==> src/rtl/bitwise_logic_unit_pkg.sv <==
// rtl/bitwise_logic_unit_pkg.sv - op encoding and per-lane fold for the bitwise logic unit
package blu_pkg;

    typedef enum logic [1:0] {
        BLU_AND  = 2'b00,
        BLU_OR   = 2'b01,
        BLU_XOR  = 2'b10,
        BLU_NAND = 2'b11
    } blu_op_e;

    // Upper bound on NUM_IN; one fold call handles one bit position across all operands.
    localparam int BLU_MAX_IN = 32;

    function automatic logic blu_fold(input blu_op_e op,
                                      input logic [BLU_MAX_IN-1:0] operands,
                                      input int num_in);
        logic and_r;
        logic or_r;
        logic xor_r;
        logic res;
        and_r = 1'b1;
        or_r  = 1'b0;
        xor_r = 1'b0;
        for (int k = 0; k < BLU_MAX_IN; k++) begin
            if (k < num_in) begin
                and_r = and_r & operands[k];
                or_r  = or_r | operands[k];
                xor_r = xor_r ^ operands[k];
            end
        end
        case (op)
            BLU_AND: res = and_r;
            BLU_OR:  res = or_r;
            BLU_XOR: res = xor_r;
            default: res = ~and_r;
        endcase
        return res;
    endfunction

endpackage

==> src/rtl/bitwise_logic_unit_if.sv <==
// rtl/bitwise_logic_unit_if.sv - operand/result handshake bundle for the bitwise logic unit
interface bitwise_logic_unit_if #(
    parameter int WIDTH  = 8,
    parameter int NUM_IN = 2
);
    logic                    in_valid;
    logic                    in_ready;
    logic [1:0]              in_op;
    logic [NUM_IN*WIDTH-1:0] in_data;
    logic                    out_valid;
    logic                    out_ready;
    logic [WIDTH-1:0]        out_data;
    logic                    out_zero;

    modport master (
        output in_valid, in_op, in_data, out_ready,
        input  in_ready, out_valid, out_data, out_zero
    );

    modport slave (
        input  in_valid, in_op, in_data, out_ready,
        output in_ready, out_valid, out_data, out_zero
    );
endinterface

==> src/rtl/bitwise_logic_unit_skid_buf.sv <==
// rtl/bitwise_logic_unit_skid_buf.sv - 2-entry valid/ready skid stage (output reg + skid entry)
module blu_skid_buf #(
    parameter int WIDTH = 8
) (
    input  logic             clk,
    input  logic             rst_n,
    input  logic             in_valid,
    output logic             in_ready,
    input  logic [WIDTH-1:0] in_data,
    output logic             out_valid,
    input  logic             out_ready,
    output logic [WIDTH-1:0] out_data
);
    logic             skid_valid;
    logic [WIDTH-1:0] skid_data;
    logic             out_valid_d;
    logic [WIDTH-1:0] out_data_d;
    logic             skid_valid_d;
    logic [WIDTH-1:0] skid_data_d;
    logic             accept;
    logic             out_free;

    assign accept   = in_valid & in_ready;
    assign out_free = ~out_valid | out_ready;

    always_comb begin
        out_valid_d  = out_valid;
        out_data_d   = out_data;
        skid_valid_d = skid_valid;
        skid_data_d  = skid_data;
        if (out_free) begin
            if (skid_valid) begin
                // Oldest word lives in the skid; it must reach the output first.
                out_valid_d  = 1'b1;
                out_data_d   = skid_data;
                skid_valid_d = accept;
                skid_data_d  = accept ? in_data : skid_data;
            end else if (accept) begin
                out_valid_d = 1'b1;
                out_data_d  = in_data;
            end else begin
                out_valid_d = 1'b0;
            end
        end else if (accept) begin
            skid_valid_d = 1'b1;
            skid_data_d  = in_data;
        end
    end

    always_ff @(posedge clk) begin
        if (!rst_n) begin
            out_valid  <= 1'b0;
            out_data   <= '0;
            skid_valid <= 1'b0;
            skid_data  <= '0;
            in_ready   <= 1'b0;
        end else begin
            out_valid  <= out_valid_d;
            out_data   <= out_data_d;
            skid_valid <= skid_valid_d;
            skid_data  <= skid_data_d;
            in_ready   <= ~skid_valid_d;
        end
    end
endmodule

==> src/rtl/bitwise_logic_unit.sv <==
// rtl/bitwise_logic_unit.sv - pipelined N-operand AND/OR/XOR/NAND unit; BLU_STATS_EN adds tx_count
module bitwise_logic_unit
    import blu_pkg::*;
#(
    parameter int WIDTH  = 8,
    parameter int NUM_IN = 2
) (
    input  logic                clk,
    input  logic                rst_n,
    bitwise_logic_unit_if.slave bus
`ifdef BLU_STATS_EN
    ,
    output logic [31:0]         tx_count
`endif
);
    logic [WIDTH-1:0]      fold_data;
    logic [BLU_MAX_IN-1:0] lane;

    // Gather bit b of every operand into one lane and fold it.
    always_comb begin
        fold_data = '0;
        lane      = '0;
        for (int b = 0; b < WIDTH; b++) begin
            lane = '0;
            for (int k = 0; k < NUM_IN; k++) begin
                lane[k] = bus.in_data[k*WIDTH + b];
            end
            fold_data[b] = blu_fold(blu_op_e'(bus.in_op), lane, NUM_IN);
        end
    end

    blu_skid_buf #(.WIDTH(WIDTH)) u_skid (
        .clk       (clk),
        .rst_n     (rst_n),
        .in_valid  (bus.in_valid),
        .in_ready  (bus.in_ready),
        .in_data   (fold_data),
        .out_valid (bus.out_valid),
        .out_ready (bus.out_ready),
        .out_data  (bus.out_data)
    );

    assign bus.out_zero = (bus.out_data == '0);

`ifdef BLU_STATS_EN
    always_ff @(posedge clk) begin
        if (!rst_n) begin
            tx_count <= '0;
        end else if (bus.out_valid && bus.out_ready && (tx_count != 32'hFFFF_FFFF)) begin
            tx_count <= tx_count + 32'd1;
        end
    end
`endif
endmodule

==> src/flat_wrapper.sv <==
// flat-port wrapper written by rule: the top's interface ports become plain ports
module bitwise_logic_unit_flat import blu_pkg::*;
#(
    parameter int WIDTH  = 8,
    parameter int NUM_IN = 2
)
  (clk, rst_n, bus_in_valid, bus_in_op, bus_in_data, bus_out_ready, bus_in_ready, bus_out_valid, bus_out_data, bus_out_zero);
  bitwise_logic_unit_if #(.WIDTH(WIDTH), .NUM_IN(NUM_IN)) bus_i ();
  input  logic clk;
  input  logic rst_n;
  input wire logic [$bits(bus_i.in_valid)-1:0] bus_in_valid;
  input wire logic [$bits(bus_i.in_op)-1:0] bus_in_op;
  input wire logic [$bits(bus_i.in_data)-1:0] bus_in_data;
  input wire logic [$bits(bus_i.out_ready)-1:0] bus_out_ready;
  output wire logic [$bits(bus_i.in_ready)-1:0] bus_in_ready;
  output wire logic [$bits(bus_i.out_valid)-1:0] bus_out_valid;
  output wire logic [$bits(bus_i.out_data)-1:0] bus_out_data;
  output wire logic [$bits(bus_i.out_zero)-1:0] bus_out_zero;
  assign bus_i.in_valid = bus_in_valid;
  assign bus_i.in_op = bus_in_op;
  assign bus_i.in_data = bus_in_data;
  assign bus_i.out_ready = bus_out_ready;
  assign bus_in_ready = bus_i.in_ready;
  assign bus_out_valid = bus_i.out_valid;
  assign bus_out_data = bus_i.out_data;
  assign bus_out_zero = bus_i.out_zero;
  bitwise_logic_unit #(.WIDTH(WIDTH), .NUM_IN(NUM_IN)) u_core (.clk(clk), .rst_n(rst_n), .bus(bus_i));
endmodule
==> config.mk <==
export PLATFORM = sky130hd
export DESIGN_NAME = bitwise_logic_unit_flat
export DESIGN_NICKNAME = d
export VERILOG_FILES = /design/src/rtl/bitwise_logic_unit_pkg.sv /design/src/rtl/bitwise_logic_unit_if.sv /design/src/rtl/bitwise_logic_unit_skid_buf.sv /design/src/rtl/bitwise_logic_unit.sv /design/src/flat_wrapper.sv
export SDC_FILE = /design/constraint.sdc
export NUM_CORES = 1
export LEC_CHECK = 0
export ABC_AREA = 0
export CORE_ASPECT_RATIO = 1.4
export CORE_MARGIN = 1
export CORE_UTILIZATION = 51
export CTS_BUF_LIST = sky130_fd_sc_hd__clkbuf_2 sky130_fd_sc_hd__clkbuf_4 sky130_fd_sc_hd__clkbuf_8
export DETAILED_ROUTE_END_ITERATION = 10
export HOLD_SLACK_MARGIN = 0.02
export PLACE_DENSITY = 0.94
export SLEW_MARGIN = 30
export SYNTH_ARGS = -nofsm -noshare
export SYNTH_HDL_FRONTEND = slang
export SYNTH_SLANG_ARGS = --single-unit
==> constraint.sdc <==
create_clock -name clk -period 1.6 [get_ports clk]
set_input_delay 0.32 -clock clk [delete_from_list [all_inputs] [get_ports clk]]
set_output_delay 0.32 -clock clk [all_outputs]
set_load 0.02 [all_outputs]
==> results of run 1 <==
==> sequential cells by signal, summed over array words and instances (netlist names) <==
signal and cells:
u_core.u_skid.out_valid 1, u_core.u_skid.out_data 8, u_core.u_skid.skid_valid 1, u_core.u_skid.skid_data 8
u_core.u_skid.in_ready 1
==> per-stage QoR <==
stage | std cells | utilization (%) | hold WS, ns
floorplan | 160 | - | 0.4464
global placement | 239 | 74.60 | 0.4536
detailed placement | 239 | 74.60 | 0.4626
CTS | 243 | 75.78 | 0.4790
global route | 243 | 76.96 | 0.5055
finish | 243 | 76.96 | 0.4853
==> per-layer routing <==
metal  wire length [um]  track usage, %  up-vias
met5                  0               0        -
met4                153           18.56        0
met3                153           3.468       17
met2               1999           49.82       56
met1               1281           28.52      614
li1                   -               -      652
==> power breakdown <==
group          switching (mW)  total (mW)  internal, mW
sequential             0.0127       0.508         0.495
combinational           0.188       0.392         0.204
clock                   0.155       0.270         0.115
total                   0.355        1.17         0.813
==> final cells by class <==
class / count / area share [%]
Multi-Input combinational cell: 114 / 46.44
Timing Repair Buffer: 54 / 25.75
Sequential cell: 19 / 20.36
Inverter: 18 / 3.593
Tap cell: 34 / 2.262
Clock buffer: 4 / 1.597
==> logic make-up after synthesis <==
group | synth area share [%]
and+or+nand+nor | 14.33
muxes | 9.861
adders and majority gates | 14.88
buffers and inverters | 9.674
AOI/OAI and AO/OA | 22.98
DFF | 28.28
==> cell usage after synthesis (3+ instances only) <==
cell,count,area [um2]
dfxtp_1,19,380.4
inv_1,17,63.81
ha_1,16,200.2
a21oi_1,14,70.07
nand2_1,14,52.55
o21ai_0,12,60.06
mux2i_1,8,80.08
nor2_1,5,18.77
nand4_1,4,25.02
o21a_1,4,30.03
o22ai_1,4,25.02
buf_4,3,22.52
nor2b_1,3,18.77
o211ai_1,3,22.52
o21bai_1,3,22.52
==> repair_timing <==
item	in CTS	in global routing
setup buffers	0	0
pin swaps	5	1
endpoints found under the setup margin	14	5
gates resized for setup	22	7
hold endpoints to repair	0	0
==> worst min-delay path by stage <==
stage	startpoint	to	slack (ns)	cells after the start
2_1_floorplan	u_core.u_skid.skid_data[6]$_SDFFE_PN0P_	u_core.u_skid.skid_data[6]$_SDFFE_PN0P_	0.45	2
3_3_place_gp	u_core.u_skid.skid_data[3]$_SDFFE_PN0P_	u_core.u_skid.skid_data[3]$_SDFFE_PN0P_	0.45	2
3_5_place_dp	u_core.u_skid.skid_data[3]$_SDFFE_PN0P_	u_core.u_skid.skid_data[3]$_SDFFE_PN0P_	0.46	2
4_1_cts	u_core.u_skid.skid_data[3]$_SDFFE_PN0P_	u_core.u_skid.skid_data[3]$_SDFFE_PN0P_	0.48	2
5_1_grt	u_core.u_skid.skid_data[4]$_SDFFE_PN0P_	u_core.u_skid.skid_data[4]$_SDFFE_PN0P_	0.51	2
6_report	u_core.u_skid.skid_data[4]$_SDFFE_PN0P_	u_core.u_skid.skid_data[4]$_SDFFE_PN0P_	0.49	2
==> worst min-delay path: cells and delay by family, from the launching register on <==
kind               cells  cell delay (ns)
AOI/OAI and AO/OA      1             0.07
and+or+nand+nor        1             0.05
DFF                    1             0.32
==> impl_metrics.csv, run 1 <==
group,metric,value,unit
outcome,status,"complete, but fails checks",
outcome,violations,"setup timing",
die,die_w,45.40,um
pwr,power_density,621.6,nW/um2
grt,grt_usage,28.15,%
clocking,clock_latency,0.31,ns
sta,fin_ws,-0.1336,ns
cells_and_area,drive_gt1_share,21.53,%
synth,syn_avg_cell_area,8.407,um2
sta,hold_viol_final,0,
pwr,p_total,1.169,mW
synth,synthCells,160,
worst_setup_path,worstSetupPathDepth,3,
worst_setup_path,timing.rr.end,"u_core.u_skid.skid_data[6]$_SDFFE_PN0P_",
die,dieArea,2850,um2
worst_setup_path,critPathKind,"reg -> out",
routing,viasPerCell,5.510,
synth,synth_top_flop_cell,"dfxtp_1",
routing,wl,3588,um
cells_and_area,syn2layout_area_growth,39.81,%
synth,ys_ff_latch,19,
sta,finalSetupViolations,1,
worst_setup_path,critical_path.max_fanout,2,
worst_setup_path,r2r_slack,0.29,ns
synth,ys_types,36,
synth,ys_seq_area_share,28.28,%
clocking,root_buffer,"clkbuf_4",
sta,fin_skew,0.002920,ns
clocking,hold_buffers,0,
die,rows,21,
placement,hpwl,2749,um
synth,synth.cell_area,1345,um2
worst_setup_path,rr_worst_depth,4,
synth,synth_edf_count,0,
placement,gp_congestion,0.8954,
worst_setup_path,critPathTopFamily,"simple AND/OR/NAND/NOR gates",
clocking,cts_tree,"yes",
clocking,h-tree-depth,1,
worst_setup_path,crit_chain,"or4_1 -> nor2_1 -> buf_4",
cells_and_area,fin_nets,248,
cells_and_area,fin_area,1881,um2
clocking,clock-sinks,19,
pwr,leakagePower,0.9085,nW
grt,grt_max_degree,16,
grt,grt_pass1_vias,1398,
routing,wl_per_cell,14.77,um
routing,vias,1339,
placement,pre_cts_ws,-0.3960,ns
worst_setup_path,critPathRequiredTime,1.28,ns
pwr,max-vdd-ir-drop,0.0005353,V
worst_setup_path,critPathLaunch,"u_core.u_skid.out_data[0]$_SDFFE_PN0P_",
die,fp.dieH,62.77,um
routing,drcViolationCount,0,
routing,postRouteAntennaNets,0,
die,start_util,55.04,%
grt,overflow,0,
sta,slew_violations,0,
grt,grt_pass1_wl,5906,um
worst_setup_path,cp_num_buf_inv,1,
worst_setup_path,cp.arrival,1.41,ns
sta,fin_crit,1.734,ns
synth,synthArstFlopShare,0,%
routing,drt-initial-drc-count,65,
die,core_area,2444,um2
clocking,cts_made_buffers,3,
worst_setup_path,worstSetupEndpointType,"primary output",
synth,ys_warn_count,0,
clocking,clk_pin_slew,0.11,ns
worst_setup_path,startpoint_type,"register",
synth,syn_nets,198,
worst_hold_path,hold_class,"reg -> reg",
run,max_cap_violations,0,
worst_setup_path,r2r_start,"u_core.u_skid.out_valid$_SDFFE_PN0N_",
sta,fin_crit_sh,108.4,%
placement,io_buffers,32,
cells_and_area,nFillCells,181,
cells_and_area,multiInputGateArea,873.3,um2
cells_and_area,antennaDiodeCount,0,
sta,slew_headroom,78.06,%
worst_setup_path,crit_path_end,"bus_out_zero",
worst_setup_path,max_stage_delay,0.50,ns
sta,tns,-0.1336,ns
cells_and_area,layout_commonest_cell,"buf_4",
sta,tightest_slew,0.3290,ns
cells_and_area,regArea,382.9,um2
sta,max_freq,576.8,MHz
worst_setup_path,cp_slowest_cell,"or4_1",
routing,firstDrtPassIters,4,
die,io_pins,33,
cells_and_area,layout_common_cells,"buf_4 (22), inv_1 (17), dfxtp_1 (17)",
grt,antenna_found_initial,0,
placement,placed_area,1823,um2
clocking,cts_buffer_depth,2,
sta,rsz0062_at_grt,"yes",
No activity file was read; power rests on OpenSTA's default activity.
==> run 2, diff against run 1 <==
- clock period: 1.6 -> 1.75 ns (I/O delays scaled with it)
==> run 2 against run 1 <==
- the flow still finishes with violations (setup timing)
- cell area shrank 1.1%
- register-to-register slack gained 0.16 ns
- combinational power shrank 7.7%
- hold slack gained 0.0019 ns
- largest cell class unchanged
- highest routed layer unchanged
==> impl_metrics.csv, run 2 (synthesis gave the netlist of run 1 again) <==
group,metric,value,unit
worst_hold_path,hold_class,"reg -> reg",
grt,grt_pass1_wl,5692,um
worst_hold_path,hold_end,"u_core.u_skid.skid_data[3]$_SDFFE_PN0P_",
grt,grt_max_degree,16,
clocking,clock-sinks,19,
sta,max_freq,563.8,MHz
sta,slew_violations,0,
clocking,hold_buffers,0,
worst_setup_path,cp.arrival,1.42,ns
worst_setup_path,critPathKind,"reg -> out",
worst_setup_path,timing.rr.end,"u_core.u_skid.skid_data[4]$_SDFFE_PN0P_",
cells_and_area,layout_common_cells,"clkdlybuf4s50_1 (28), buf_4 (19), inv_1 (17), dfxtp_1 (17), ha_1 (16)",
grt,antenna_found_initial,0,
die,start_util,55.04,%
clocking,cts_made_buffers,3,
placement,hpwl,2613,um
clocking,clock_latency,0.29,ns
clocking,cts_setup_buffers,0,
die,die_w,45.40,um
sta,tightest_slew,0.3807,ns
worst_setup_path,startpoint_type,"register",
cells_and_area,final_util,76.14,%
sta,slew_headroom,74.54,%
cells_and_area,reg_top3,"u_core.u_skid.out_data: 8 flops, u_core.u_skid.skid_data: 8 flops",
sta,fin_ws,-0.02377,ns
routing,wl_per_cell,14.05,um
placement,gp_congestion,0.8511,
clocking,cts_tree,"yes",
die,io_pins,33,
pwr,p_total,1.062,mW
worst_setup_path,r2r_slack,0.45,ns
die,rows,21,
routing,drt-initial-drc-count,33,
routing,postRouteAntennaNets,0,
worst_hold_path,min_from,"u_core.u_skid.skid_data[3]$_SDFFE_PN0P_",
sta,fin_crit_sh,101.4,%
sta,tns,-0.02377,ns
worst_setup_path,r2r_start,"u_core.u_skid.out_valid$_SDFFE_PN0N_",
placement,io_buffers,32,
clocking,root_buffer,"clkbuf_4",
sta,fin_skew,0.002019,ns
grt,grt_usage,26.03,%
run,max_cap_violations,0,
grt,grt_pass1_vias,1312,
routing,viasPerCell,5.564,
die,dieArea,2850,um2
die,core_area,2444,um2
worst_setup_path,rr_worst_depth,4,
worst_hold_path,worstHoldPathCells,2,
clocking,h-tree-depth,1,
grt,overflow,0,
sta,fin_crit,1.774,ns
routing,drcViolationCount,0,
clocking,clk_pin_slew,0.10,ns
outcome,violations,"setup timing",
routing,wl,3387,um
sta,rsz0062_at_grt,"yes",
routing,firstDrtPassIters,4,
worst_setup_path,worstSetupEndpointType,"primary output",
die,fp.dieH,62.77,um
sta,hold_viol_final,0,
routing,vias,1341,
pwr,power_density,571.0,nW/um2
worst_setup_path,critical_path.max_fanout,2,
outcome,status,"complete, but fails checks",
pwr,leakagePower,0.8883,nW
sta,finalSetupViolations,1,
cells_and_area,fin_nets,246,
clocking,cts_buffer_depth,2,
cells_and_area,drive_gt1_share,19.81,%
cells_and_area,antennaDiodeCount,0,
pwr,max-vdd-ir-drop,0.0005970,V
cells_and_area,layout_commonest_cell,"clkdlybuf4s50_1",
worst_setup_path,critPathRequiredTime,1.40,ns
cells_and_area,syn2layout_area_growth,38.33,%
-- run 2: per-layer routing --
layer	global-route usage (%)	vias to the layer above	share of wire, %
met1	29.35	634	38
met5	0	-	0
li1	-	649	-
met4	7.955	0	3.2
met3	2.312	14	4.5
met2	48.04	44	54
-- run 2: cell type report --
class / count / area [um2]
Inverter: 18 / 67.56
Tap cell: 34 / 42.54
Fill cell: 175 / 583.1
Timing Repair Buffer: 52 / 491.7
Clock buffer: 4 / 30.03
Multi-Input combinational cell: 114 / 845.8
Sequential cell: 19 / 382.9
-- run 2: power by group --
group	switching, mW	internal [mW]	total, mW
clock network	0.130	0.104	0.234
logic	0.167	0.195	0.362
registers	0.0135	0.452	0.466
-- run 2: critical path: stages, from the launching register on --
cell and delay (ns):
dfxtp_2 0.35, or4_4 0.54, nor2_4 0.12, buf_6 0.12
-- run 2: stage by stage --
| step | cell area (um2) | hold WS (ns) | setup slack [ns] | std cells |
|---|---|---|---|---|
| 2_1_floorplan | 1345 | 0.4464 | 0.2025 | 160 |
| 3_3_place_gp | 1808 | 0.4543 | -0.1580 | 237 |
| 3_5_place_dp | 1808 | 0.4756 | -0.2277 | 237 |
| 4_1_cts | 1838 | 0.4903 | 0.0009719 | 241 |
| 5_1_grt | 1861 | 0.5156 | -0.08449 | 241 |
| 6_report | 1861 | 0.4873 | -0.02377 | 241 |
-- run 2: worst max-delay path by stage --
stage | from | to | slack (ns) | depth (start not counted)
after global routing | u_core.u_skid.out_data[6]$_SDFFE_PN0P_ | bus_out_zero | -0.08 | 3
after detailed placement | bus_in_data[5] | u_core.u_skid.out_data[5]$_SDFFE_PN0P_ | -0.23 | 7
after CTS | u_core.u_skid.out_data[6]$_SDFFE_PN0P_ | bus_out_zero | 0.001 | 3
after global placement | bus_in_data[5] | u_core.u_skid.out_data[5]$_SDFFE_PN0P_ | -0.16 | 7
final | u_core.u_skid.out_data[1]$_SDFFE_PN0P_ | bus_out_zero | -0.02 | 3
after floorplan | u_core.u_skid.out_data[1]$_SDFFE_PN0P_ | bus_out_zero | 0.20 | 2
-- run 2: what timing repair did --
item,4_1_cts,5_1_grt
hold endpoints to repair,0,0
pin swaps,3,2
gates resized for setup,7,7
endpoints found under the setup margin,1,4
==> run 3, diff against run 2 <==
- GPL_TIMING_DRIVEN: unset -> 0
==> run 3 against run 2 <==
- the flow still finishes with violations (setup timing)
- worst setup slack gained 0.00090 ns
- register-to-register slack barely moved
- cell count decreased by 3.7%
- hold slack worse by 0.0024 ns
- die area is the same
- clock skew up 0.0016 ns
- count of clock-buffer cells in the layout is 1 lower
- maximum frequency barely moved
- cell area is 5.5% lower
- highest routed layer unchanged
==> impl_metrics.csv, run 3 (synthesis gave the netlist of run 1 again) <==
group,metric,value,unit
outcome,status,"complete, but fails checks",
outcome,violations,"setup timing",
clocking,clk_pin_slew,0.11,ns
placement,placed_area,1708,um2
worst_hold_path,hold_end,"u_core.u_skid.skid_data[3]$_SDFFE_PN0P_",
sta,finalSetupViolations,1,
cells_and_area,layout_commonest_cell,"clkdlybuf4s50_1",
cells_and_area,drive_gt1_share,16.16,%
clocking,cts_buffer_depth,2,
sta,slew_violations,0,
routing,wl,3051,um
pwr,power_density,577.9,nW/um2
run,max_cap_violations,0,
die,fp.dieH,62.77,um
grt,overflow,0,
sta,fin_skew,0.003633,ns
sta,hold_viol_final,0,
die,core_area,2444,um2
worst_setup_path,worstSetupEndpointType,"primary output",
clocking,clock_latency,0.31,ns
grt,grt_pass1_vias,1275,
die,die_w,45.40,um
routing,vias,1268,
die,start_util,55.04,%
worst_setup_path,cp_slowest_cell,"or4_1",
grt,global_route.usage.met3,4.913,%
grt,use_met1,29.29,%
grt,grt_pass1_wl,5416,um
routing,wl_per_cell,13.15,um
cells_and_area,reg_top3,"u_core.u_skid.out_data: 8 flops, u_core.u_skid.skid_data: 8 flops",
worst_hold_path,worstHoldPathCells,2,
cells_and_area,antennaDiodeCount,0,
routing,postRouteAntennaNets,0,
clocking,cts_made_buffers,3,
routing,viasPerCell,5.466,
grt,antenna_found_initial,0,
cells_and_area,layout_common_cells,"clkdlybuf4s50_1 (31), inv_1 (17), ha_1 (16)",
clocking,cts_tree,"yes",
worst_setup_path,critPathTopFamily,"simple AND/OR/NAND/NOR gates",
worst_setup_path,max_stage_delay,0.51,ns
die,rows,21,
clocking,clock-sinks,19,
worst_setup_path,critical_path.max_fanout,3,
sta,fin_crit_sh,101.3,%
worst_setup_path,critPathKind,"reg -> out",
clocking,hold_buffers,0,
die,dieArea,2850,um2
cells_and_area,fin_area,1758,um2
cells_and_area,syn2layout_area_growth,30.70,%
worst_setup_path,critPathRequiredTime,1.40,ns
sta,slew_headroom,72.55,%
pwr,p_total,1.016,mW
sta,fin_crit,1.773,ns
worst_setup_path,cp.arrival,1.42,ns
worst_setup_path,r2r_slack,0.46,ns
routing,drcViolationCount,0,
die,io_pins,33,
sta,max_freq,564.1,MHz
worst_setup_path,r2r_start,"u_core.u_skid.out_valid$_SDFFE_PN0N_",
placement,hpwl,2312,um
worst_setup_path,cp_num_buf_inv,1,
grt,grt_use_met2,42.50,%
worst_setup_path,crit_chain,"or4_1 -> nor2_1 -> buf_4",
pwr,leakagePower,0.7786,nW
sta,rsz0062_at_grt,"yes",
routing,firstDrtPassIters,4,
pwr,max-vdd-ir-drop,0.0005258,V
worst_setup_path,rr_worst_depth,6,
worst_hold_path,min_from,"u_core.u_skid.skid_data[3]$_SDFFE_PN0P_",
placement,io_buffers,32,
sta,fin_ws,-0.02287,ns
grt,grt_max_degree,12,
clocking,h-tree-depth,1,
worst_setup_path,critPathLaunch,"u_core.u_skid.out_data[4]$_SDFFE_PN0P_",
sta,worst_hold_slack,0.4849,ns
worst_setup_path,timing.rr.end,"u_core.u_skid.out_data[2]$_SDFFE_PN0P_",
grt,top_usage_layer,"met2",
sta,tightest_slew,0.4117,ns
worst_hold_path,hold_class,"reg -> reg",
placement,gp_congestion,0.8969,
routing,drt-initial-drc-count,36,
cells_and_area,fin_nets,237,
clocking,root_buffer,"clkbuf_4",
worst_setup_path,startpoint_type,"register",
grt,grt_usage,24.83,%
-- run 3: cell count changes in the layout (fill, tap and decap cells not counted), moves of 2 or more --
| cell | before | now |
|---|---|---|
| buf_2 | 0 | 2 |
| buf_4 | 19 | 6 |
| clkdlybuf4s50_1 | 28 | 31 |
| clkbuf_1 | 0 | 2 |
| dlymetal6s2s_1 | 3 | 0 |
| dfxtp_1 | 17 | 14 |
| dfxtp_2 | 2 | 5 |
-- run 3: how the worst max path moves through the flow --
stage	end	slack, ns	depth (start not counted)
after global routing	bus_out_zero	-0.09	3
after CTS	bus_out_zero	0.0004	3
final	bus_out_zero	-0.02	3
after detailed placement	u_core.u_skid.out_data[5]$_SDFFE_PN0P_	-0.26	7
after floorplan	bus_out_zero	0.20	2
after global placement	u_core.u_skid.out_data[3]$_SDFFE_PN0P_	-0.15	7
-- run 3: cell type report --
cell class	count	area (um2)
Sequential cell	19	386.6
Clock buffer	3	22.52
Fill cell	183	685.7
Inverter	18	67.56
Multi-Input combinational cell	114	838.3
Buffer	9	62.56
Clock inverter	1	5.005
Tap cell	34	42.54
Timing Repair Buffer	34	332.8
-- run 3: metal layers --
metal | part of all wire, % | wire, um
met1 | 40 | 1227
met2 | 54 | 1645
met3 | 4.6 | 141
met4 | 1.2 | 36
met5 | 0 | 0
-- run 3: power breakdown --
part	switching, mW	leakage, nW	internal [mW]
Clock	0.143	0.0177	0.0855
Combinational	0.151	0.604	0.168
Sequential	0.0147	0.157	0.454
Total	0.309	0.779	0.707
-- run 3: timing repair --
action,CTS,global route
setup buffers,2,0
endpoints found under the setup margin,1,2
pin swaps,3,1
gates resized for setup,9,2
gates cloned,0,0
-- run 3: tightest hold or removal path: cells and delay by family, from the launching register on --
family,cells,cell delay [ns]
AND/OR/NAND/NOR,1,0.05
AO/OA/AOI/OAI,1,0.06
flip-flops,1,0.33
-- run 3: through the flow --
stage / setup TNS [ns] / cells / setup slack, ns / util, %
floorplan: 0 / 160 / 0.2025 / -
global placement: -1.193 / 226 / -0.1541 / 69.89
detailed placement: -1.926 / 226 / -0.2572 / 69.89
CTS: 0 / 232 / 0.0004268 / 71.74
global route: -0.09485 / 232 / -0.09485 / 71.94
finish: -0.02287 / 232 / -0.02287 / 71.94
==> RTL edit: new RTL, settings of run 3 <==
`WIDTH` is set to 8 in 4 places; all go to 7.
--- a/src/rtl/bitwise_logic_unit_if.sv
+++ b/src/rtl/bitwise_logic_unit_if.sv
@@ -2,3 +2,3 @@
 interface bitwise_logic_unit_if #(
-    parameter int WIDTH  = 8,
+    parameter int WIDTH  = 7,
     parameter int NUM_IN = 2
--- a/src/rtl/bitwise_logic_unit_skid_buf.sv
+++ b/src/rtl/bitwise_logic_unit_skid_buf.sv
@@ -2,3 +2,3 @@
 module blu_skid_buf #(
-    parameter int WIDTH = 8
+    parameter int WIDTH = 7
 ) (
--- a/src/rtl/bitwise_logic_unit.sv
+++ b/src/rtl/bitwise_logic_unit.sv
@@ -4,3 +4,3 @@
 #(
-    parameter int WIDTH  = 8,
+    parameter int WIDTH  = 7,
     parameter int NUM_IN = 2
--- a/src/flat_wrapper.sv
+++ b/src/flat_wrapper.sv
@@ -3,3 +3,3 @@
 #(
-    parameter int WIDTH  = 8,
+    parameter int WIDTH  = 7,
     parameter int NUM_IN = 2
Ports: changed (resized bus_in_data and bus_out_data); port bits go from 33 to 30. The function was not compared with the original's and may differ.
==> RTL edit against run 3 <==
The run still ends with negative setup slack left; worst setup slack worse by 0.076 ns; critical path depth unchanged; cell area down 8.3%; utilization down 0.33 points; clock power about the same; first-iteration DRC count up 5.6%; sequential cell count down 2; critical endpoint unchanged; power down 6.0%; area after synthesis down 6.7%; wire length down 11%; largest power group unchanged.
==> RTL edit: results (changes against run 3) <==
- Result of the run: finished with violations (unchanged)
- Violated checks: negative setup slack (unchanged)
- Final cell count without fillers: 198 (was 232)
- Total CTS buffers: 3 (unchanged)
- Placed Area: 1570 µm² (was 1710 µm²)
- CTS H-Tree Depth: 1 (unchanged)
- Fraction of layout instances using a drive strength above 1: 18.2% (was 16.2%)
- Yosys warning total: 0 (unchanged)
- Critical path data arrival time: 1.50 ns (was 1.42 ns)
- Filler Cells Inserted: 170 (was 183)
- Post-layout worst setup margin: -0.0984 ns (was -0.0229 ns)
- Synthesized instance count: 144 (was 160)
- Clock transition at path regs: 0.09 ns (was 0.11 ns)
- DP Worst Slack: -0.260 ns (was -0.257 ns)
- Top cells by area in the synthesized netlist: sky130_fd_sc_hd__dfxtp_1 27%, sky130_fd_sc_hd__ha_1 14%, sky130_fd_sc_hd__mux2i_1 4.8%, sky130_fd_sc_hd__inv_1 4.5%, sky130_fd_sc_hd__a21oi_1 4.0% (was sky130_fd_sc_hd__dfxtp_1 28%, sky130_fd_sc_hd__ha_1 15%, sky130_fd_sc_hd__mux2i_1 6.0%, sky130_fd_sc_hd__a21oi_1 5.2%, sky130_fd_sc_hd__inv_1 4.7%)
- Antenna violations before repair: 0 (unchanged)
- List of most frequent post-synthesis cells: 17 x sky130_fd_sc_hd__dfxtp_1, 15 x sky130_fd_sc_hd__inv_1, 14 x sky130_fd_sc_hd__ha_1 (was 19 x sky130_fd_sc_hd__dfxtp_1, 17 x sky130_fd_sc_hd__inv_1, 16 x sky130_fd_sc_hd__ha_1)
- Static leakage power: 0.718 nW (was 0.779 nW)
- Hpwl dp: 2100 µm (was 2310 µm)
- Peak supply drop: 0.000572 V (was 0.000526 V)
- Summed negative setup slack over all endpoints: -0.0984 ns (was -0.0229 ns)
- Drt first-iter violations: 38 (was 36)
- Post-Route WL: 2710 µm (was 3050 µm)
- Routability cong.: 0.798 (was 0.897)
- Pin count of the biggest net entering global routing: 11 (was 12)
- Placed cell count: 194 (was 226)
- Source-to-sink clock delay at the later pin of the worst-skew pair: 0.29 ns (was 0.31 ns)
- Antenna-violating nets left: 0 (unchanged)
- Via count of the first global-routing pass: 1155 (was 1275)
- Final Setup Violations: 1 (unchanged)
- First-pass GRT wire length: 4640 µm (was 5420 µm)
- Total of buffers placed on input and output ports: 28 (was 32)
- Vias after detailed routing: 1118 (was 1268)
- Number of search-and-repair iterations in the first detailed-routing pass: 6 (was 4)
- Overall fraction of global-route tracks in use: 23.3% (was 24.8%)
- Number of diodes added for antenna fixing: 0 (unchanged)
- Final #Nets: 211 (was 237)
- Post-synth ARST share: 0% (unchanged)
- Register Area: 342 µm² (was 387 µm²)
- Final setup skew: 0.000407 ns (was 0.00363 ns)
- Largest registers: u_core.u_skid.out_data x7, u_core.u_skid.skid_data x7 (was u_core.u_skid.out_data x8, u_core.u_skid.skid_data x8)
- Slew at the pin closest to its max-slew limit: 0.390 ns (was 0.412 ns)
- Synthesized netlist net count: 178 (was 198)
- Number of buffers between clock root and the deepest sink: 2 (unchanged)
- Sequential cell area fraction in the yosys report: 27.1% (was 28.3%)
## RTL edit: cell count changes in the layout (fill, tap and decap cells not counted), sizes merged, moves of 2 or more
cell	change
inv	-2
ha	-2
dfxtp	-2
buf	-2
mux2i	-2
clkdlybuf4s50	-5
nand2	-2
## RTL edit: timing repair
| item | CTS | global route |
|---|---|---|
| buffers inserted | 0 | 0 |
| hold endpoints to repair | 0 | 0 |
| endpoints found under the setup margin | 1 | 1 |
| resized for setup | 8 | 2 |
## RTL edit: area by class of cell
type                       count  share of cell area, %
multi-input combinational    102                   49.2
inverter                      16                   3.72
tap                           22                   1.71
sequential                    17                   21.2
clock buffer                   4                   1.86
buffer                         9                   4.97
timing repair buffer          28                   17.4
## RTL edit: worst paths after layout
path                              startpoint                         end  slack, ns  depth (start not counted)
hold reg to reg   u_core.u_skid.skid_data[3]  u_core.u_skid.skid_data[3]       0.49                          2
hold / removal    u_core.u_skid.skid_data[3]  u_core.u_skid.skid_data[3]       0.49                          2
setup reg to reg     u_core.u_skid.out_valid   u_core.u_skid.out_data[2]       0.52                          6
setup / recovery   u_core.u_skid.out_data[3]                bus_out_zero       -0.1                          3
## RTL edit: per-stage QoR
step	power, W	hold WS [ns]
finish	0.000955	0.487
global route	0.00101	0.506
CTS	0.000955	0.487
detailed placement	0.000725	0.470
global placement	0.000712	0.452
floorplan	0.000607	0.446
## RTL edit: worst max-delay path, stage by stage (launching register included)
cell and delay (ns):
sky130_fd_sc_hd__dfxtp_2 0.34, sky130_fd_sc_hd__or4_4 0.55, sky130_fd_sc_hd__nor4_4 0.14, sky130_fd_sc_hd__buf_4 0.18
## RTL edit: where the power goes
group          switching, W  internal (W)
combinational      0.000144      0.000160
clock              0.000125      0.000104
sequential        0.0000171      0.000405
total              0.000286      0.000669
## RTL edit: cells by family after synthesis
logic type / Yosys count / synth area share [%]
AOI/OAI and AO/OA: 46 / 25.6
adders and majority gates: 14 / 14.0
buffers and inverters: 25 / 11.2
DFF: 17 / 27.1
muxes: 9 / 8.37
and+or+nand+nor: 33 / 13.8
## RTL edit: metal layers
layer / GRT usage, % / wire (µm)
met5: 0 / 0
met4: 13.4 / 55
met3: 2.08 / 94
met2: 46.5 / 1460
met1: 22.8 / 1100
